**config.mk**
```make
export PLATFORM = sky130hd
export DESIGN_NAME = way_dec_tracker
export DESIGN_NICKNAME = d
export VERILOG_FILES = /design/src/rtl/way_dec_tracker_pkg.sv /design/src/rtl/way_dec_tracker_one_hot_dec.sv /design/src/rtl/way_dec_tracker.sv
export SDC_FILE = /design/constraint.sdc
export NUM_CORES = 1
export LEC_CHECK = 0
export ABC_CLOCK_PERIOD_IN_PS = 4000
export BUFFER_PORTS_ARGS = -buffer_cell sky130_fd_sc_hd__buf_4
export CORE_ASPECT_RATIO = 0.75
export CORE_MARGIN = 2
export CORE_UTILIZATION = 50
export CTS_CLUSTER_DIAMETER = 150
export DETAILED_ROUTE_END_ITERATION = 10
export GPL_ROUTABILITY_DRIVEN = 0
export PLACE_DENSITY = 0.8
export SYNTH_ARGS = -nofsm -noshare
export SYNTH_HDL_FRONTEND = slang
export SYNTH_SLANG_ARGS = --single-unit
```
**constraint.sdc**
```tcl
create_clock -name clk -period 4 [get_ports clk]
set_input_delay 0.2 -clock clk [delete_from_list [all_inputs] [get_ports clk]]
set_output_delay 0.2 -clock clk [all_outputs]
set_load 0.01 [all_outputs]
```
**src/rtl/way_dec_tracker_pkg.sv**
```systemverilog
// Shared LLC definitions for the way decode/occupancy tracker.
// Holds the default way geometry and the flush FSM state encoding.
package way_dec_tracker_pkg;

    localparam int unsigned LLC_WAYS      = 8;
    localparam int unsigned LLC_WAY_IDX_W = 3;

    localparam logic [1:0] ST_IDLE  = 2'd0;
    localparam logic [1:0] ST_FLUSH = 2'd1;
    localparam logic [1:0] ST_DONE  = 2'd2;

    typedef enum logic [1:0] {
        IDLE  = ST_IDLE,
        FLUSH = ST_FLUSH,
        DONE  = ST_DONE
    } state_e;

endpackage

```
**src/rtl/way_dec_tracker_one_hot_dec.sv**
```systemverilog
// Binary index to one-hot decoder with enable; out-of-range indices decode to zero.
module one_hot_dec
    import way_dec_tracker_pkg::*;
#(
    parameter int unsigned WIDTH     = LLC_WAYS,
    parameter int unsigned LOG_WIDTH = LLC_WAY_IDX_W
) (
    input  logic [LOG_WIDTH-1:0] i_idx,
    input  logic                 i_en,
    output logic [WIDTH-1:0]     o_oh
);

    always_comb begin
        o_oh = '0;
        for (int unsigned i = 0; i < WIDTH; i++) begin
            if (i_en && (i_idx == LOG_WIDTH'(i))) begin
                o_oh[i] = 1'b1;
            end
        end
    end

endmodule

```
**src/rtl/way_dec_tracker.sv**
```systemverilog
// LLC way occupancy tracker: one-hot set/clear of a mask, count/full/empty, lowest-first flush drain.
// Optional sticky error output enabled by defining WAY_DEC_TRACKER_ERR_EN.
module way_dec_tracker
    import way_dec_tracker_pkg::*;
#(
    parameter int unsigned WIDTH     = LLC_WAYS,
    parameter int unsigned LOG_WIDTH = LLC_WAY_IDX_W
) (
    input  logic                 clk,
    input  logic                 rst,
    input  logic                 set_valid,
    input  logic [LOG_WIDTH-1:0] set_idx,
    output logic                 set_ready,
    input  logic                 clr_valid,
    input  logic [LOG_WIDTH-1:0] clr_idx,
    output logic                 clr_ready,
    input  logic                 flush_req,
    output logic                 flush_valid,
    output logic [LOG_WIDTH-1:0] flush_idx,
    input  logic                 flush_ready,
    output logic                 flush_done,
`ifdef WAY_DEC_TRACKER_ERR_EN
    output logic                 err,
`endif
    output logic [WIDTH-1:0]     mask,
    output logic [LOG_WIDTH:0]   count,
    output logic                 full,
    output logic                 empty
);

    localparam int unsigned CNT_W = LOG_WIDTH + 1;

    state_e             r_state;
    state_e             w_state_nxt;
    logic [WIDTH-1:0]   r_mask;
    logic [CNT_W-1:0]   r_count;

    logic               w_set_acc;
    logic               w_clr_acc;
    logic               w_flush_acc;
    logic [WIDTH-1:0]   w_set_oh;
    logic [WIDTH-1:0]   w_clr_oh;
    logic [WIDTH-1:0]   w_flush_oh;
    logic [WIDTH-1:0]   w_mask_nxt;
    logic [CNT_W-1:0]   w_count_nxt;
    logic [LOG_WIDTH-1:0] w_low_idx;

    assign w_set_acc   = set_valid && set_ready;
    assign w_clr_acc   = clr_valid && clr_ready;
    assign w_flush_acc = flush_valid && flush_ready;

    one_hot_dec #(.WIDTH(WIDTH), .LOG_WIDTH(LOG_WIDTH)) u_set_dec (
        .i_idx (set_idx),
        .i_en  (w_set_acc),
        .o_oh  (w_set_oh)
    );

    one_hot_dec #(.WIDTH(WIDTH), .LOG_WIDTH(LOG_WIDTH)) u_clr_dec (
        .i_idx (clr_idx),
        .i_en  (w_clr_acc),
        .o_oh  (w_clr_oh)
    );

    // Lowest occupied way: scan from the top so the last hit wins.
    always_comb begin
        w_low_idx = '0;
        for (int i = int'(WIDTH) - 1; i >= 0; i--) begin
            if (r_mask[i]) begin
                w_low_idx = LOG_WIDTH'(i);
            end
        end
    end

    assign w_flush_oh = w_flush_acc ? (r_mask & (~r_mask + WIDTH'(1))) : '0;
    // Clear before set so a same-index pair leaves the way occupied.
    assign w_mask_nxt = ((r_mask & ~w_clr_oh) | w_set_oh) & ~w_flush_oh;

    always_comb begin
        w_count_nxt = '0;
        for (int unsigned i = 0; i < WIDTH; i++) begin
            w_count_nxt = w_count_nxt + CNT_W'(w_mask_nxt[i]);
        end
    end

    always_comb begin
        w_state_nxt = r_state;
        case (r_state)
            IDLE: begin
                if (flush_req) begin
                    w_state_nxt = (r_mask == '0) ? DONE : FLUSH;
                end
            end
            FLUSH: begin
                if (r_mask == '0) begin
                    w_state_nxt = DONE;
                end
            end
            DONE:    w_state_nxt = IDLE;
            default: w_state_nxt = IDLE;
        endcase
    end

    always_ff @(posedge clk) begin
        if (rst) begin
            r_state <= IDLE;
            r_mask  <= '0;
            r_count <= '0;
        end else begin
            r_state <= w_state_nxt;
            r_mask  <= w_mask_nxt;
            r_count <= w_count_nxt;
        end
    end

`ifdef WAY_DEC_TRACKER_ERR_EN
    logic r_err;
    logic w_dup_set;
    logic w_spur_clr;

    // A set is a duplicate unless its way is free after this cycle's clear.
    assign w_dup_set  = w_set_acc && ((w_set_oh & ~(r_mask & ~w_clr_oh)) == '0);
    assign w_spur_clr = w_clr_acc && ((w_clr_oh & r_mask) == '0);

    always_ff @(posedge clk) begin
        if (rst) begin
            r_err <= 1'b0;
        end else begin
            r_err <= r_err | w_dup_set | w_spur_clr;
        end
    end

    assign err = r_err;
`endif

    assign mask        = r_mask;
    assign count       = r_count;
    assign full        = !rst && (r_count == CNT_W'(WIDTH));
    assign empty       = rst || (r_count == '0);
    assign set_ready   = !rst && (r_state == IDLE) && !full;
    assign clr_ready   = !rst && (r_state == IDLE);
    assign flush_valid = !rst && (r_state == FLUSH) && (r_mask != '0);
    assign flush_idx   = w_low_idx;
    assign flush_done  = !rst && (r_state == DONE);

endmodule

```
# Word level (Yosys, flattened, before mapping)
# Cells that the tools add are included.
# word_totals
register_bits	14
inputBits	12
out_inout_bits	21
word_cells	101
# op_classes
add_sub_neg	8
eq_ne	19
muxes	29
bitwise_logic	7
n_reduce_logical	35
# ops
operator	n
$logic_and 1x1->1	25
$and 8x8->8	3
$eq 3x3->1 const B	8
$mux 3	8
$not 8->8	3
$add 4x1->4	4
$mux 1	16
$eq 3x2->1 const B	4
$add 8x1->8 const B	1
$logic_not 8->1	1
$mux 8	1
$or 8x8->8	1
$reduce_bool 8->1	1
$eq 3x1->1 const B	2
$logic_not 3->1	2
$mux 2	3
$add 3x1->4	1
$eq 4x4->1 const B	1
$logic_not 4->1	1
$ne 2x2->1 const B	2
$pmux 2 s2	1
$add 2x1->3	1
$add 1x1->2	1
$eq 2x1->1 const B	1
5 further kinds	6

# Logic depth before layout (Yosys ltp)
# logic_depth
ltp_word	16
mapped_depth	14
mapped_depth_nobuf	12

# Hierarchy
# A second synthesis with hierarchy kept.
# unflattened
hier_cells	118
hier_area_um2	1074.8
# modules_own_cells
module	instances	cells_each	area_per_inst_um2	seq_area_each_um2
way_dec_tracker	1	102	882.1	280.3
one_hot_dec	2	8	96.3	0.0

# Worst setup path before layout
# OpenSTA, ideal clock, no wires.
# synth_timing
path_kind	reg-to-reg
from	reg r_count[1], in the netlist count[1]
to	reg r_count[2], in the netlist count[2]
setup_ns	0.128
t_arrival_ns	3.563
required_time_ns	3.872
setup_slack_ns	0.309
stages_incl_launch_ff	14
n_path_buf	1
period_less_slack_ns	3.691
cell_sequence	dfxtp_1 > or4b_1 > clkbuf_1 > and4_1 > o21ai_0 > fa_1 > fa_1 > fa_1 > inv_1 > ha_1 > inv_1 > fa_1 > xor2_1 > nor2_1
# synth_between
elab_chain_cells	16
# synth_lines
element	line	rtl
start: declaration	way_dec_tracker.sv:36	logic [CNT_W-1:0] r_count;
start signal: assignment	way_dec_tracker.sv:111	r_count <= w_count_nxt;
$eq 4x4->1 *	way_dec_tracker.sv:137	assign full = !rst && (r_count == CNT_W'(WIDTH));
$logic_and 1x1->1 *	way_dec_tracker.sv:137	
$logic_not 1->1 *	way_dec_tracker.sv:139	assign set_ready = !rst && (r_state == IDLE) && !full;
$logic_and 1x1->1 *	way_dec_tracker.sv:139	
$logic_and 1x1->1 *	way_dec_tracker.sv:48	assign w_set_acc = set_valid && set_ready;
$logic_and 1x1->1	way_dec_tracker_one_hot_dec.sv:16	if (i_en && (i_idx == LOG_WIDTH'(i))) begin
$mux 1	way_dec_tracker_one_hot_dec.sv:16	
$or 8x8->8 *	way_dec_tracker.sv:76	assign w_mask_nxt = ((r_mask & ~w_clr_oh) | w_set_oh) & ~w_flush_oh;
$and 8x8->8 *	way_dec_tracker.sv:76	
$add 1x1->2	way_dec_tracker.sv:81	w_count_nxt = w_count_nxt + CNT_W'(w_mask_nxt[i]);
$add 2x1->3	way_dec_tracker.sv:81	
$add 3x1->4	way_dec_tracker.sv:81	
$add 4x1->4 (3 in series)	way_dec_tracker.sv:81	
$add 4x1->4 *	way_dec_tracker.sv:81	
# Every way passes the cells marked *; elsewhere a longest branch is shown, timed or not.
# A chain may end at the register's enable or synchronous reset.

# Final worst setup path
# layout_timing
from	reg r_state[1]
to	reg r_count[2], in the netlist count[2]
# layout_between
elab_chain_cells	16
# layout_lines
element	line	rtl
start: declaration	way_dec_tracker.sv:33	state_e r_state;
start signal: assignment	way_dec_tracker.sv:109	r_state <= w_state_nxt;
$logic_not 2->1	way_dec_tracker.sv:139, way_dec_tracker.sv:140	
$logic_and 1x1->1	way_dec_tracker.sv:139, way_dec_tracker.sv:140	
$logic_and 1x1->1	way_dec_tracker.sv:49	assign w_clr_acc = clr_valid && clr_ready;
$logic_and 1x1->1	way_dec_tracker_one_hot_dec.sv:16	
$mux 1	way_dec_tracker_one_hot_dec.sv:16	
$not 8->8	way_dec_tracker.sv:76	
$and 8x8->8	way_dec_tracker.sv:76	
$or 8x8->8	way_dec_tracker.sv:76	
$and 8x8->8 *	way_dec_tracker.sv:76	
$add 1x1->2	way_dec_tracker.sv:81	
$add 2x1->3	way_dec_tracker.sv:81	
$add 3x1->4	way_dec_tracker.sv:81	
$add 4x1->4 (3 in series)	way_dec_tracker.sv:81	
$add 4x1->4 *	way_dec_tracker.sv:81	
# Marked as above.

==> flow_summary.toml <==
[route]
drtIter0Drc = 52
wl_per_cell_um = 15.9
remaining_drc_errors = 0
vias = 1137
viasPerCell = 6.46
dr.pass1.iters = 4
drt_wl_total_um = 2800
drtAntennaViolNets = 0

[setup_path]
arrival_ps = 4020
endpoint_kind = "flop"
reg2reg_slack_ps = 150
criticalPathCategory = "reg -> reg"
cp_slowest_cell = "or4b_4"
cpPeakStageDelay_ps = 570
critical_path.cell_chain = "or4b_4, o31a_1, o21ai_1, fa_1, fa_1, fa_1, inv_1, ha_1, inv_1, fa_1, xor2_1, nor2_1"
cp_common_cell = "fa_1"
cp.required_ps = 4170
crit_fanout = 8
critical-path-top-delay-family = "adder cells"
cp-start-kind = "flop"
critPathBufInv = 2

[logic_synthesis]
synth-seq-cells = 14
synth_simple_gate_area_share_pct = 31.7
synth_top_area_cell = "dfxtp_1"
synth_top_family_by_area = "simple AND/OR/NAND/NOR gates"
synth_area_leaders = "dfxtp_1 (27%), fa_1 (7.6%), nor2_1 (3.9%), o21ai_0 (3.8%), ha_1 (3.6%)"
synth_edf_count = 0
synth_compound_gate_area_share_pct = 24.9
synth_ff_type = "dfxtp_1"
async_flop_share_pct = 0
synthXorXnorAreaFrac_pct = 0.833
synthMuxAreaShare_pct = 0
synth_nets = 138
synth_top_area_share_pct = 26.7
ys_types = 43
synth_most_common_cell = "dfxtp_1"
syn_area_um2 = 1050
synthAdderAreaFrac_pct = 11.2
synth_common_cells = "dfxtp_1 (14), nor2_1 (11), inv_1 (9)"
syn_inst = 119
synth-warning-count = 0
yosysSeqAreaShare_pct = 26.7
synth.avg_cell_area_um2 = 8.83

[floorplan]
die_w_um = 56.9
core_um2 = 2000
die_h_um = 43.7
ios = 33
start_util_pct = 52.6
rows = 14
die_area_um2 = 2490

[grt]
grt_pass1_wl_um = 4770
antenna_found_initial = 0
grt_max_degree = 21
grt_pass1_vias = 1044
grt.overflow.total = 0
grt_use_total_pct = 25.0

[worst_hold_path]
hp-class = "in -> reg"

[final_layout]
final_cells = 176
drive_gt1_share_pct = 30.9
diodes = 0
area_delta_synth_final_pct = 29.8
finalNetCount = 172

[clocking]
clk_path_buf_depth = 2
clk_pin_slew_ps = 80
htree_levels = 1
cts_buffers = 3
ctsHoldBuffers = 0
cts.sinks = 14
clock_latency_ps = 290
cts_root_buf = "clkbuf_4"
tritoncts = "yes"
cts_setup_buffers = 0

[timing]
max_freq_ghz = 0.260
hold_ws_ps = 228
fin_ws_ps = 153
rsz0062_at_grt = "no"
finalSetupViolations = 0
fin_crit_sh_pct = 96.2
finClkSkew_ps = 7.33
worst_pin_slew_ps = 513
slew_headroom_pct = 65.3
hold_violations = 0
maxSlewViolCount = 0
period_minus_slack_ps = 3850
setup_tns_ps = 0

[job]
cap_violations = 0

[power_and_ir_drop]
ir_drop_v = 0.000226
leakagePower_uw = 0.000596
power_density_nw_per_um2 = 248

[place]
place_ws_ps = 97.6
hpwl_um = 2200
dp_cells = 172
port_buffers = 32

[run_status]
status = "finished clean"
## power breakdown
group | internal [uW] | switching [uW]
logic | 41.4 | 40.7
registers | 145 | 8.71
clock network | 55.5 | 48.1
## stage by stage
stage               total power, uW  util, %  instance area (um2)
global route                    358     68.3                 1360
detailed placement              236     65.7                 1310
finish                          339     68.3                 1360
global placement                233     65.7                 1310
CTS                             339     67.5                 1350
floorplan                       199        -                 1050
## metal layers
metal	routed length [um]	track usage (%)
met3	249	7.46
met2	1270	39.3
met1	1220	33.6
met5	0	0
met4	49	7.44
## worst paths after layout
path,from,endpoint,cells past startpoint
max,r_state[1]$_SDFFE_PP0P_,count[2]$_SDFF_PP0_,12
max reg2reg,r_state[1]$_SDFFE_PP0P_,count[2]$_SDFF_PP0_,12
min,flush_req,r_state[1]$_SDFFE_PP0P_,3
min reg2reg,mask[1]$_SDFF_PP0_,mask[1]$_SDFF_PP0_,2
## registers in the layout (all words and copies together) (netlist names)
signal,cells
mask,8
count,4
r_state,2
## cell families (layout without fill, tap and decap cells)
kind of cell | after synthesis | count (layout)
buffers and inverters | 13 | 46
AO/OA/AOI/OAI | 36 | 36
adder cells (fa/ha/maj) | 7 | 7
flip-flops | 14 | 14
XOR/XNOR | 1 | 1
AND/OR/NAND/NOR | 48 | 48
## worst reg2reg max path, cell delays in order (launching register included)
cell and delay (ps):
dfxtp_1 400, or4b_4 570, o31a_1 330, o21ai_1 170, fa_1 460, fa_1 520, fa_1 410, inv_1 70
ha_1 190, inv_1 60, fa_1 370, xor2_1 140, nor2_1 50
## final cells by class
type / instances / area, um2
Multi-Input combinational cell: 92 / 734
Fill cell: 176 / 633
Sequential cell: 14 / 282
Timing Repair Buffer: 33 / 248
Clock buffer: 4 / 36.3
Inverter: 9 / 33.8
Tap cell: 24 / 30.0
## timing repair
action | 4_1_cts | 5_1_grt
endpoints found under the setup margin | 0 | 2
resized for setup | 0 | 4
endpoints found under the hold margin | 0 | 0
## placed cells by master (no fill, tap or decap), types with 5 or more instances in the layout
master,n
nor2_1,11
nor2b_1,5
o21ai_0,7
dfxtp_1,13
buf_4,33
inv_1,9
(Power assumes the default switching activity.)
